$ cat src/rtl/ldtu_rx_pkg.sv
// Shared constants, state encoding and word classifier for the LiTe-DTU receive path.
package ldtu_rx_pkg;

  localparam int          Nbits_32       = 32;
  localparam logic [31:0] idle_patternEA = 32'hEAAAAAAA;
  localparam logic [31:0] idle_pattern5A = 32'h5A5A5A5A;
  localparam logic [31:0] flush_pattern  = 32'hFEEDC0DE;

  typedef enum logic [1:0] {
    ST_UNLOCKED = 2'b00,
    ST_LOCKED   = 2'b01,
    ST_FLUSH    = 2'b10
  } state_e;

  typedef enum logic [1:0] {
    WC_IDLE    = 2'b00,
    WC_SYNCH   = 2'b01,
    WC_FLUSH   = 2'b10,
    WC_PAYLOAD = 2'b11
  } wclass_e;

  // Synch is tested before idle so a synch word programmed to an idle value still wins.
  function automatic wclass_e classify(input logic [31:0] w, input logic [31:0] synch);
    if (w == flush_pattern)                             return WC_FLUSH;
    else if (w == synch)                                return WC_SYNCH;
    else if (w == idle_patternEA || w == idle_pattern5A) return WC_IDLE;
    else                                                return WC_PAYLOAD;
  endfunction

endpackage

$ cat src/rtl/ldtu_rx_fifo.sv
// Synchronous payload FIFO with clear, registered read data and drop indication.
module ldtu_rx_fifo
  import ldtu_rx_pkg::*;
#(
  parameter int W     = 32,
  parameter int DEPTH = 16,
  parameter int PTR_W = 4
) (
  input  logic         clk,
  input  logic         rst_n,
  input  logic         push,
  input  logic         pop,
  input  logic         clr,
  input  logic [W-1:0] din,
  output logic [W-1:0] dout,
  output logic         dout_vld,
  output logic         empty,
  output logic         full,
  output logic         drop
);

  logic [PTR_W:0] wr_ptr_q, wr_ptr_d, rd_ptr_q, rd_ptr_d;
  logic [W-1:0]   dout_q, dout_d;
  logic           vld_q, vld_d;
  logic [W-1:0]   mem_q [DEPTH];
  logic           pop_ok, push_ok;

  assign empty = (wr_ptr_q == rd_ptr_q);
  assign full  = (wr_ptr_q[PTR_W-1:0] == rd_ptr_q[PTR_W-1:0]) &&
                 (wr_ptr_q[PTR_W] != rd_ptr_q[PTR_W]);

  // A pop in the same cycle frees the slot, so a full FIFO still accepts the push.
  assign pop_ok  = pop & ~empty & ~clr;
  assign push_ok = push & (~full | pop_ok) & ~clr;
  assign drop    = push & full & ~pop_ok & ~clr;

  always_comb begin
    dout_d   = dout_q;
    vld_d    = 1'b0;
    wr_ptr_d = wr_ptr_q;
    rd_ptr_d = rd_ptr_q;
    if (pop) begin
      dout_d = pop_ok ? mem_q[rd_ptr_q[PTR_W-1:0]] : W'(idle_patternEA);
      vld_d  = pop_ok;
    end
    if (clr) begin
      wr_ptr_d = '0;
      rd_ptr_d = '0;
    end else begin
      if (pop_ok)  rd_ptr_d = rd_ptr_q + 1'b1;
      if (push_ok) wr_ptr_d = wr_ptr_q + 1'b1;
    end
  end

  always_ff @(posedge clk or negedge rst_n) begin
    if (!rst_n) begin
      wr_ptr_q <= '0;
      rd_ptr_q <= '0;
      dout_q   <= W'(idle_patternEA);
      vld_q    <= 1'b0;
    end else begin
      wr_ptr_q <= wr_ptr_d;
      rd_ptr_q <= rd_ptr_d;
      dout_q   <= dout_d;
      vld_q    <= vld_d;
    end
  end

  always_ff @(posedge clk) begin
    if (push_ok) mem_q[wr_ptr_q[PTR_W-1:0]] <= din;
  end

  assign dout     = dout_q;
  assign dout_vld = vld_q;

endmodule

$ cat src/rtl/ldtu_rx_word_decoder.sv
// LiTe-DTU receive word decoder: classifies words, locks on idles, buffers payload.
module ldtu_rx_word_decoder
  import ldtu_rx_pkg::*;
#(
  parameter int Nbits_32  = 32,
  parameter int FifoDepth = 16,
  parameter int bits_ptr  = 4,
  parameter int LockCount = 4
) (
  input  logic                CLK,
  input  logic                rst_b,
  input  logic [Nbits_32-1:0] data_in_32,
  input  logic                word_valid,
  input  logic [Nbits_32-1:0] synch_pattern,
  input  logic                read_signal,
  output logic [Nbits_32-1:0] data_out_32,
  output logic                data_valid,
  output logic                empty_signal,
  output logic                full_signal,
  output logic                locked,
  output logic                flush_seen,
  output logic                synch_seen,
  output logic                overflow
);

  state_e     state_q, state_d;
  logic [3:0] cnt_q, cnt_d, cnt_inc;
  logic       flush_seen_q, flush_seen_d;
  logic       synch_seen_q, synch_seen_d;
  logic       overflow_q, overflow_d;
  logic       push, clr, drop;
  wclass_e    cls;

  assign cls     = classify(32'(data_in_32), 32'(synch_pattern));
  assign cnt_inc = (cnt_q == 4'hF) ? cnt_q : cnt_q + 4'd1;

  always_comb begin
    state_d      = state_q;
    cnt_d        = cnt_q;
    flush_seen_d = 1'b0;
    synch_seen_d = 1'b0;
    push         = 1'b0;
    clr          = 1'b0;
    if (word_valid) begin
      if (cls == WC_FLUSH) begin
        if (state_q != ST_FLUSH) begin
          state_d      = ST_FLUSH;
          flush_seen_d = 1'b1;
          clr          = 1'b1;
          cnt_d        = '0;
        end
      end else if (state_q == ST_LOCKED) begin
        push         = (cls == WC_PAYLOAD);
        synch_seen_d = (cls == WC_SYNCH);
      end else begin
        // Leaving FLUSH: this same word is judged by the unlocked rules.
        state_d = ST_UNLOCKED;
        case (cls)
          WC_IDLE: begin
            if (cnt_inc >= 4'(LockCount)) begin
              state_d = ST_LOCKED;
              cnt_d   = '0;
            end else begin
              cnt_d = cnt_inc;
            end
          end
          WC_SYNCH: begin
            synch_seen_d = 1'b1;
            cnt_d        = '0;
          end
          default: cnt_d = '0;
        endcase
      end
    end
    overflow_d = clr ? 1'b0 : (overflow_q | drop);
  end

  always_ff @(posedge CLK or negedge rst_b) begin
    if (!rst_b) begin
      state_q      <= ST_UNLOCKED;
      cnt_q        <= '0;
      flush_seen_q <= 1'b0;
      synch_seen_q <= 1'b0;
      overflow_q   <= 1'b0;
    end else begin
      state_q      <= state_d;
      cnt_q        <= cnt_d;
      flush_seen_q <= flush_seen_d;
      synch_seen_q <= synch_seen_d;
      overflow_q   <= overflow_d;
    end
  end

  ldtu_rx_fifo #(
    .W    (Nbits_32),
    .DEPTH(FifoDepth),
    .PTR_W(bits_ptr)
  ) u_fifo (
    .clk     (CLK),
    .rst_n   (rst_b),
    .push    (push),
    .pop     (read_signal),
    .clr     (clr),
    .din     (data_in_32),
    .dout    (data_out_32),
    .dout_vld(data_valid),
    .empty   (empty_signal),
    .full    (full_signal),
    .drop    (drop)
  );

  assign locked     = (state_q == ST_LOCKED);
  assign flush_seen = flush_seen_q;
  assign synch_seen = synch_seen_q;
  assign overflow   = overflow_q;

endmodule

$ cat config.mk
export PLATFORM = sky130hd
export DESIGN_NAME = ldtu_rx_word_decoder
export DESIGN_NICKNAME = d
export VERILOG_FILES = /design/src/rtl/ldtu_rx_pkg.sv /design/src/rtl/ldtu_rx_fifo.sv /design/src/rtl/ldtu_rx_word_decoder.sv
export SDC_FILE = /design/constraint.sdc
export NUM_CORES = 1
export LEC_CHECK = 0
export CORE_ASPECT_RATIO = 1.75
export CORE_MARGIN = 2
export CORE_UTILIZATION = 55
export DETAILED_ROUTE_END_ITERATION = 16
export MAX_ROUTING_LAYER = met4
export PLACE_DENSITY = 0.74
export SYNTH_ARGS = -nofsm -noshare
export SYNTH_HDL_FRONTEND = slang
export SYNTH_HIERARCHICAL = 1
export SYNTH_SLANG_ARGS = --single-unit
$ cat constraint.sdc
create_clock -name CLK -period 3.5 [get_ports CLK]
set_input_delay 0.7 -clock CLK [delete_from_list [all_inputs] [get_ports CLK]]
set_output_delay 0.7 -clock CLK [all_outputs]
set_load 0.005 [all_outputs]
==> results of run 1 <==
-- final cells by class --
class,count,area share
multi-input cells,640,0.2044
inverters,20,0.003024
repair buffers,252,0.1011
clock buffers,61,0.04793
flip-flops and latches,564,0.6117
well taps,550,0.02520
clock inverters,24,0.006599
-- worst max path at each step --
stage,startpoint,to,slack [ns],cells after the start
6_report,data_in_32[5],u_fifo/mem_q[15][22],0.15,11
5_1_grt,data_in_32[5],u_fifo/mem_q[15][28],0.03,11
4_1_cts,data_in_32[4],u_fifo/mem_q[15][0],0.29,10
3_5_place_dp,data_in_32[4],u_fifo/mem_q[15][12],-0.29,10
3_3_place_gp,data_in_32[5],u_fifo/mem_q[15][14],-0.36,11
2_1_floorplan,data_in_32[16],u_fifo/mem_q[8][0],0.05,8
-- critical path: stages --
cell	delay [ns]
sky130_fd_sc_hd__clkdlybuf4s50_1	0.54
sky130_fd_sc_hd__buf_4	0.20
sky130_fd_sc_hd__xor2_1	0.13
sky130_fd_sc_hd__nor4_1	0.62
sky130_fd_sc_hd__nand4_1	0.21
sky130_fd_sc_hd__o21ai_0	0.24
sky130_fd_sc_hd__nor3_1	0.09
sky130_fd_sc_hd__nand2b_1	0.18
sky130_fd_sc_hd__and4bb_2	0.29
sky130_fd_sc_hd__and2_2	0.29
sky130_fd_sc_hd__buf_12	0.18
-- per-layer routing --
layer,part of all wire,up-vias,GRT usage
li1,-,5597,-
met1,0.35,6584,0.3213
met5,0,-,-
met2,0.54,481,0.5022
met3,0.043,170,0.02854
met4,0.066,0,0.1653
-- synth_stat cells, types with 2 or more instances --
cell type / instances / area share
sky130_fd_sc_hd__buf_2: 28 / 0.0062
sky130_fd_sc_hd__o211ai_1: 2 / 0.00066
sky130_fd_sc_hd__or3_1: 2 / 0.00055
sky130_fd_sc_hd__and3_1: 2 / 0.00055
sky130_fd_sc_hd__nor4b_1: 3 / 0.0012
sky130_fd_sc_hd__nor4_4: 2 / 0.0019
sky130_fd_sc_hd__buf_6: 5 / 0.0025
sky130_fd_sc_hd__dfrtp_1: 35 / 0.039
sky130_fd_sc_hd__or3b_1: 3 / 0.0012
sky130_fd_sc_hd__nand4b_1: 3 / 0.0012
sky130_fd_sc_hd__a211oi_1: 17 / 0.0056
sky130_fd_sc_hd__dfstp_2: 17 / 0.020
sky130_fd_sc_hd__or4_1: 3 / 0.00099
sky130_fd_sc_hd__nor2b_1: 20 / 0.0055
sky130_fd_sc_hd__o22ai_1: 52 / 0.014
sky130_fd_sc_hd__a21oi_1: 45 / 0.0099
sky130_fd_sc_hd__o31ai_1: 15 / 0.0050
sky130_fd_sc_hd__a21oi_2: 9 / 0.0035
sky130_fd_sc_hd__nand2b_1: 6 / 0.0017
sky130_fd_sc_hd__mux2i_1: 162 / 0.071
sky130_fd_sc_hd__xor2_1: 37 / 0.014
sky130_fd_sc_hd__nand4_1: 3 / 0.00083
sky130_fd_sc_hd__o21ai_0: 5 / 0.0011
sky130_fd_sc_hd__nor2_1: 31 / 0.0051
sky130_fd_sc_hd__nor3_1: 2 / 0.00044
sky130_fd_sc_hd__nand2_1: 35 / 0.0058
sky130_fd_sc_hd__nand3_1: 2 / 0.00044
sky130_fd_sc_hd__o22ai_2: 10 / 0.0055
sky130_fd_sc_hd__mux2_2: 35 / 0.017
sky130_fd_sc_hd__a32oi_1: 17 / 0.0065
sky130_fd_sc_hd__ha_1: 6 / 0.0033
sky130_fd_sc_hd__and4_1: 2 / 0.00077
sky130_fd_sc_hd__and3b_1: 3 / 0.0012
sky130_fd_sc_hd__xnor2_1: 6 / 0.0023
sky130_fd_sc_hd__a221oi_1: 17 / 0.0065
sky130_fd_sc_hd__and2_1: 20 / 0.0055
sky130_fd_sc_hd__o2bb2ai_1: 3 / 0.0012
sky130_fd_sc_hd__nor4_1: 12 / 0.0033
sky130_fd_sc_hd__clkbuf_1: 23 / 0.0038
sky130_fd_sc_hd__nand3b_1: 3 / 0.00099
sky130_fd_sc_hd__inv_1: 19 / 0.0031
sky130_fd_sc_hd__edfxtp_1: 512 / 0.68
sky130_fd_sc_hd__buf_4: 13 / 0.0043
sky130_fd_sc_hd__mux4_2: 30 / 0.030
-- metrics by stage --
| stage | std cells | TNS [ns] | util | hold slack (ns) |
|---|---|---|---|---|
| 3_3_place_gp | 2026 | -138.63 | 0.6322 | 0.4642 |
| 4_1_cts | 2111 | 0 | 0.6687 | 0.2341 |
| 5_1_grt | 2111 | 0 | 0.6687 | 0.2748 |
| 2_1_floorplan | 1295 | 0 | - | 0.4044 |
| 3_5_place_dp | 2026 | -105.49 | 0.6322 | 0.4784 |
| 6_report | 2111 | 0 | 0.6687 | 0.2139 |
-- flip-flops by register name (all words and copies together), names as in the netlist --
name / count
cnt_q: 4
u_fifo/wr_ptr_q: 5
overflow: 1
synch_seen: 1
state_q: 2
flush_seen: 1
u_fifo/mem_q: 512
u_fifo/dout: 32
u_fifo/rd_ptr_q: 5
u_fifo/dout_vld: 1
-- kinds of logic after synthesis --
logic type | Yosys count | share of synthesized area
AND/OR/NAND/NOR | 165 | 0.04308
buffers and inverters | 91 | 0.02118
flip-flops | 564 | 0.7343
XOR/XNOR | 44 | 0.01728
adder cells (fa/ha/maj) | 6 | 0.003301
AO/OA/AOI/OAI | 198 | 0.06256
multiplexers | 227 | 0.1183
-- cells in the final DEF, fill, tap and decap left out, types with 30 or more instances in the layout --
master and count:
sky130_fd_sc_hd__edfxtp_1 512, sky130_fd_sc_hd__buf_12 49, sky130_fd_sc_hd__mux2_2 35, sky130_fd_sc_hd__mux2i_1 162, sky130_fd_sc_hd__clkbuf_16 47, sky130_fd_sc_hd__nand2_1 35, sky130_fd_sc_hd__a21oi_1 45, sky130_fd_sc_hd__clkdlybuf4s50_1 104
sky130_fd_sc_hd__o22ai_1 52, sky130_fd_sc_hd__mux4_2 30, sky130_fd_sc_hd__xor2_1 37, sky130_fd_sc_hd__dfrtp_1 33, sky130_fd_sc_hd__buf_4 97, sky130_fd_sc_hd__nor2_1 31
-- where the power goes --
group | switching, mW | internal [mW] | leakage, nW | total [mW]
sequential | 0.228 | 7.62 | 5.22 | 7.85
clock | 2.30 | 2.79 | 0.736 | 5.09
combinational | 3.18 | 2.38 | 3.57 | 5.57
total | 5.72 | 12.8 | 9.53 | 18.5
==> metrics.cfg, run 1 <==
[timing]
rsz_0062_raised_after_global_routing = false
hold_violations = 0
finalMaxSlewViolations = 0
max_freq_mhz = 298.4
finalClockSkew_ns = 0.01736
tightest_pin_transition_ns = 0.8647
setup_slack_ns = 0.1485
finalSetupViolations = 0
shortest_period_the_worst_path_allows_ns = 3.351
slew_headroom = 0.4235
layout_worst_path_cycle_share = 0.9576

[routing]
finalWirelength_um = 58460
drc = 0
first_iter_violations = 1115
via_per_inst = 6.079
vias = 12830
antenna_violating_nets_post_route = 0
route.detailed.wl_per_inst_um = 27.69
dr.pass1.iters = 5

[power_and_ir_drop]
p_leak_nw = 9.526
p_total_mw = 18.51
cellPowerDensity_nw_per_um2 = 678.0
vdd_ir_drop_max_v = 0.0005250

[final_layout]
fillCellCount = 2672
synthToLayoutAreaGrowth_pct = 20.07
multi_input_comb_area_um2 = 5582
fin_nets = 1598
proportion_of_layout_cells_with_a_drive_suffix_above_1 = 0.2229
antenna_cells_inserted = 0
ff_latch_area_um2 = 16700
final_area_um2 = 27300

[placed_design]
dp_slack_ns = -0.2913
io_buffer_count = 106
placed_cell_areas_um2 = 25810
gp_congestion = 0.9648
place.detailed.hpwl_um = 39530

[worst_setup_path]
critPathCaptureType = flip-flop
worstRegToRegCells = 6
cp.arrival_ns = 3.68
worstPathRequired_ns = 3.83
endpoint_of_the_lowest_slack_register_to_register_path = u_fifo/mem_q[15][22]
timing.rr.start = u_fifo/rd_ptr_q[2]
crit_path_start_kind = input port
worstSetupPathType = in2reg
path_max_fanout = 13
timing.reg2reg.setup_slack_ns = 0.78

[synthesis]
synth-seq-area-share = 0.7343
number_of_synthesized_flops_with_an_enable_pin = 512
yosysWarningCount = 6
syn_area_um2 = 22740
leading_register_cell_type_out_of_synthesis = sky130_fd_sc_hd__edfxtp_1
syn_avg_cell_area_um2 = 17.56
synthDistinctLibCells = 62
netlist_instances = 1295
synth.ff_latch_count = 564
synth_fp_nets = 1369
synthArstFlopShare = 0.09220

[grt]
globalRouteTotalUtil = 0.2887
grt_start_max_net_pins = 67
grt_pass1_wl_um = 86140
antenna_violations_before_repair = 1
grt_remaining_overflow = 0
via_count_of_the_first_global_routing_pass = 13470

[clocking]
postCtsHoldBufs = 0
cts_sinks = 564
clockRootBuffer = sky130_fd_sc_hd__clkbuf_16
cts.clk_slew.worst_paths_ns = 0.07
cts_tree = done
clock_tree.htree_level_count = 2
clock_latency_ns = 0.57
numCtsBuffers = 46
post_cts_resized = 0
cts.path.max_buffers = 3
cts_setup_buffers = 0

[floorplan]
io_pins = 107
core-area_um2 = 40830
rows = 98
floorplan_die_area_um2 = 43050
die_height_um = 273.0
die-width_um = 157.7
floorplan.initialDensity = 0.5569

[min_path]
timing.hold.worst.class = in2async

[status]
result_of_the_run = finished clean

[flow_run]
cap_viol_max_count = 0

Note: power is estimated with default switching activity, not from simulation.
==> run 2, diff against run 1 <==
--- a/config.mk
+++ b/config.mk
@@ -9,6 +9,7 @@
 export CORE_MARGIN = 2
 export CORE_UTILIZATION = 55
 export DETAILED_ROUTE_END_ITERATION = 16
+export HOLD_SLACK_MARGIN = 0.05
 export MAX_ROUTING_LAYER = met4
 export PLACE_DENSITY = 0.74
 export SYNTH_ARGS = -nofsm -noshare
==> results of run 2 <==
Same layout as run 1: the final DEF is identical, and so are final timing and power.
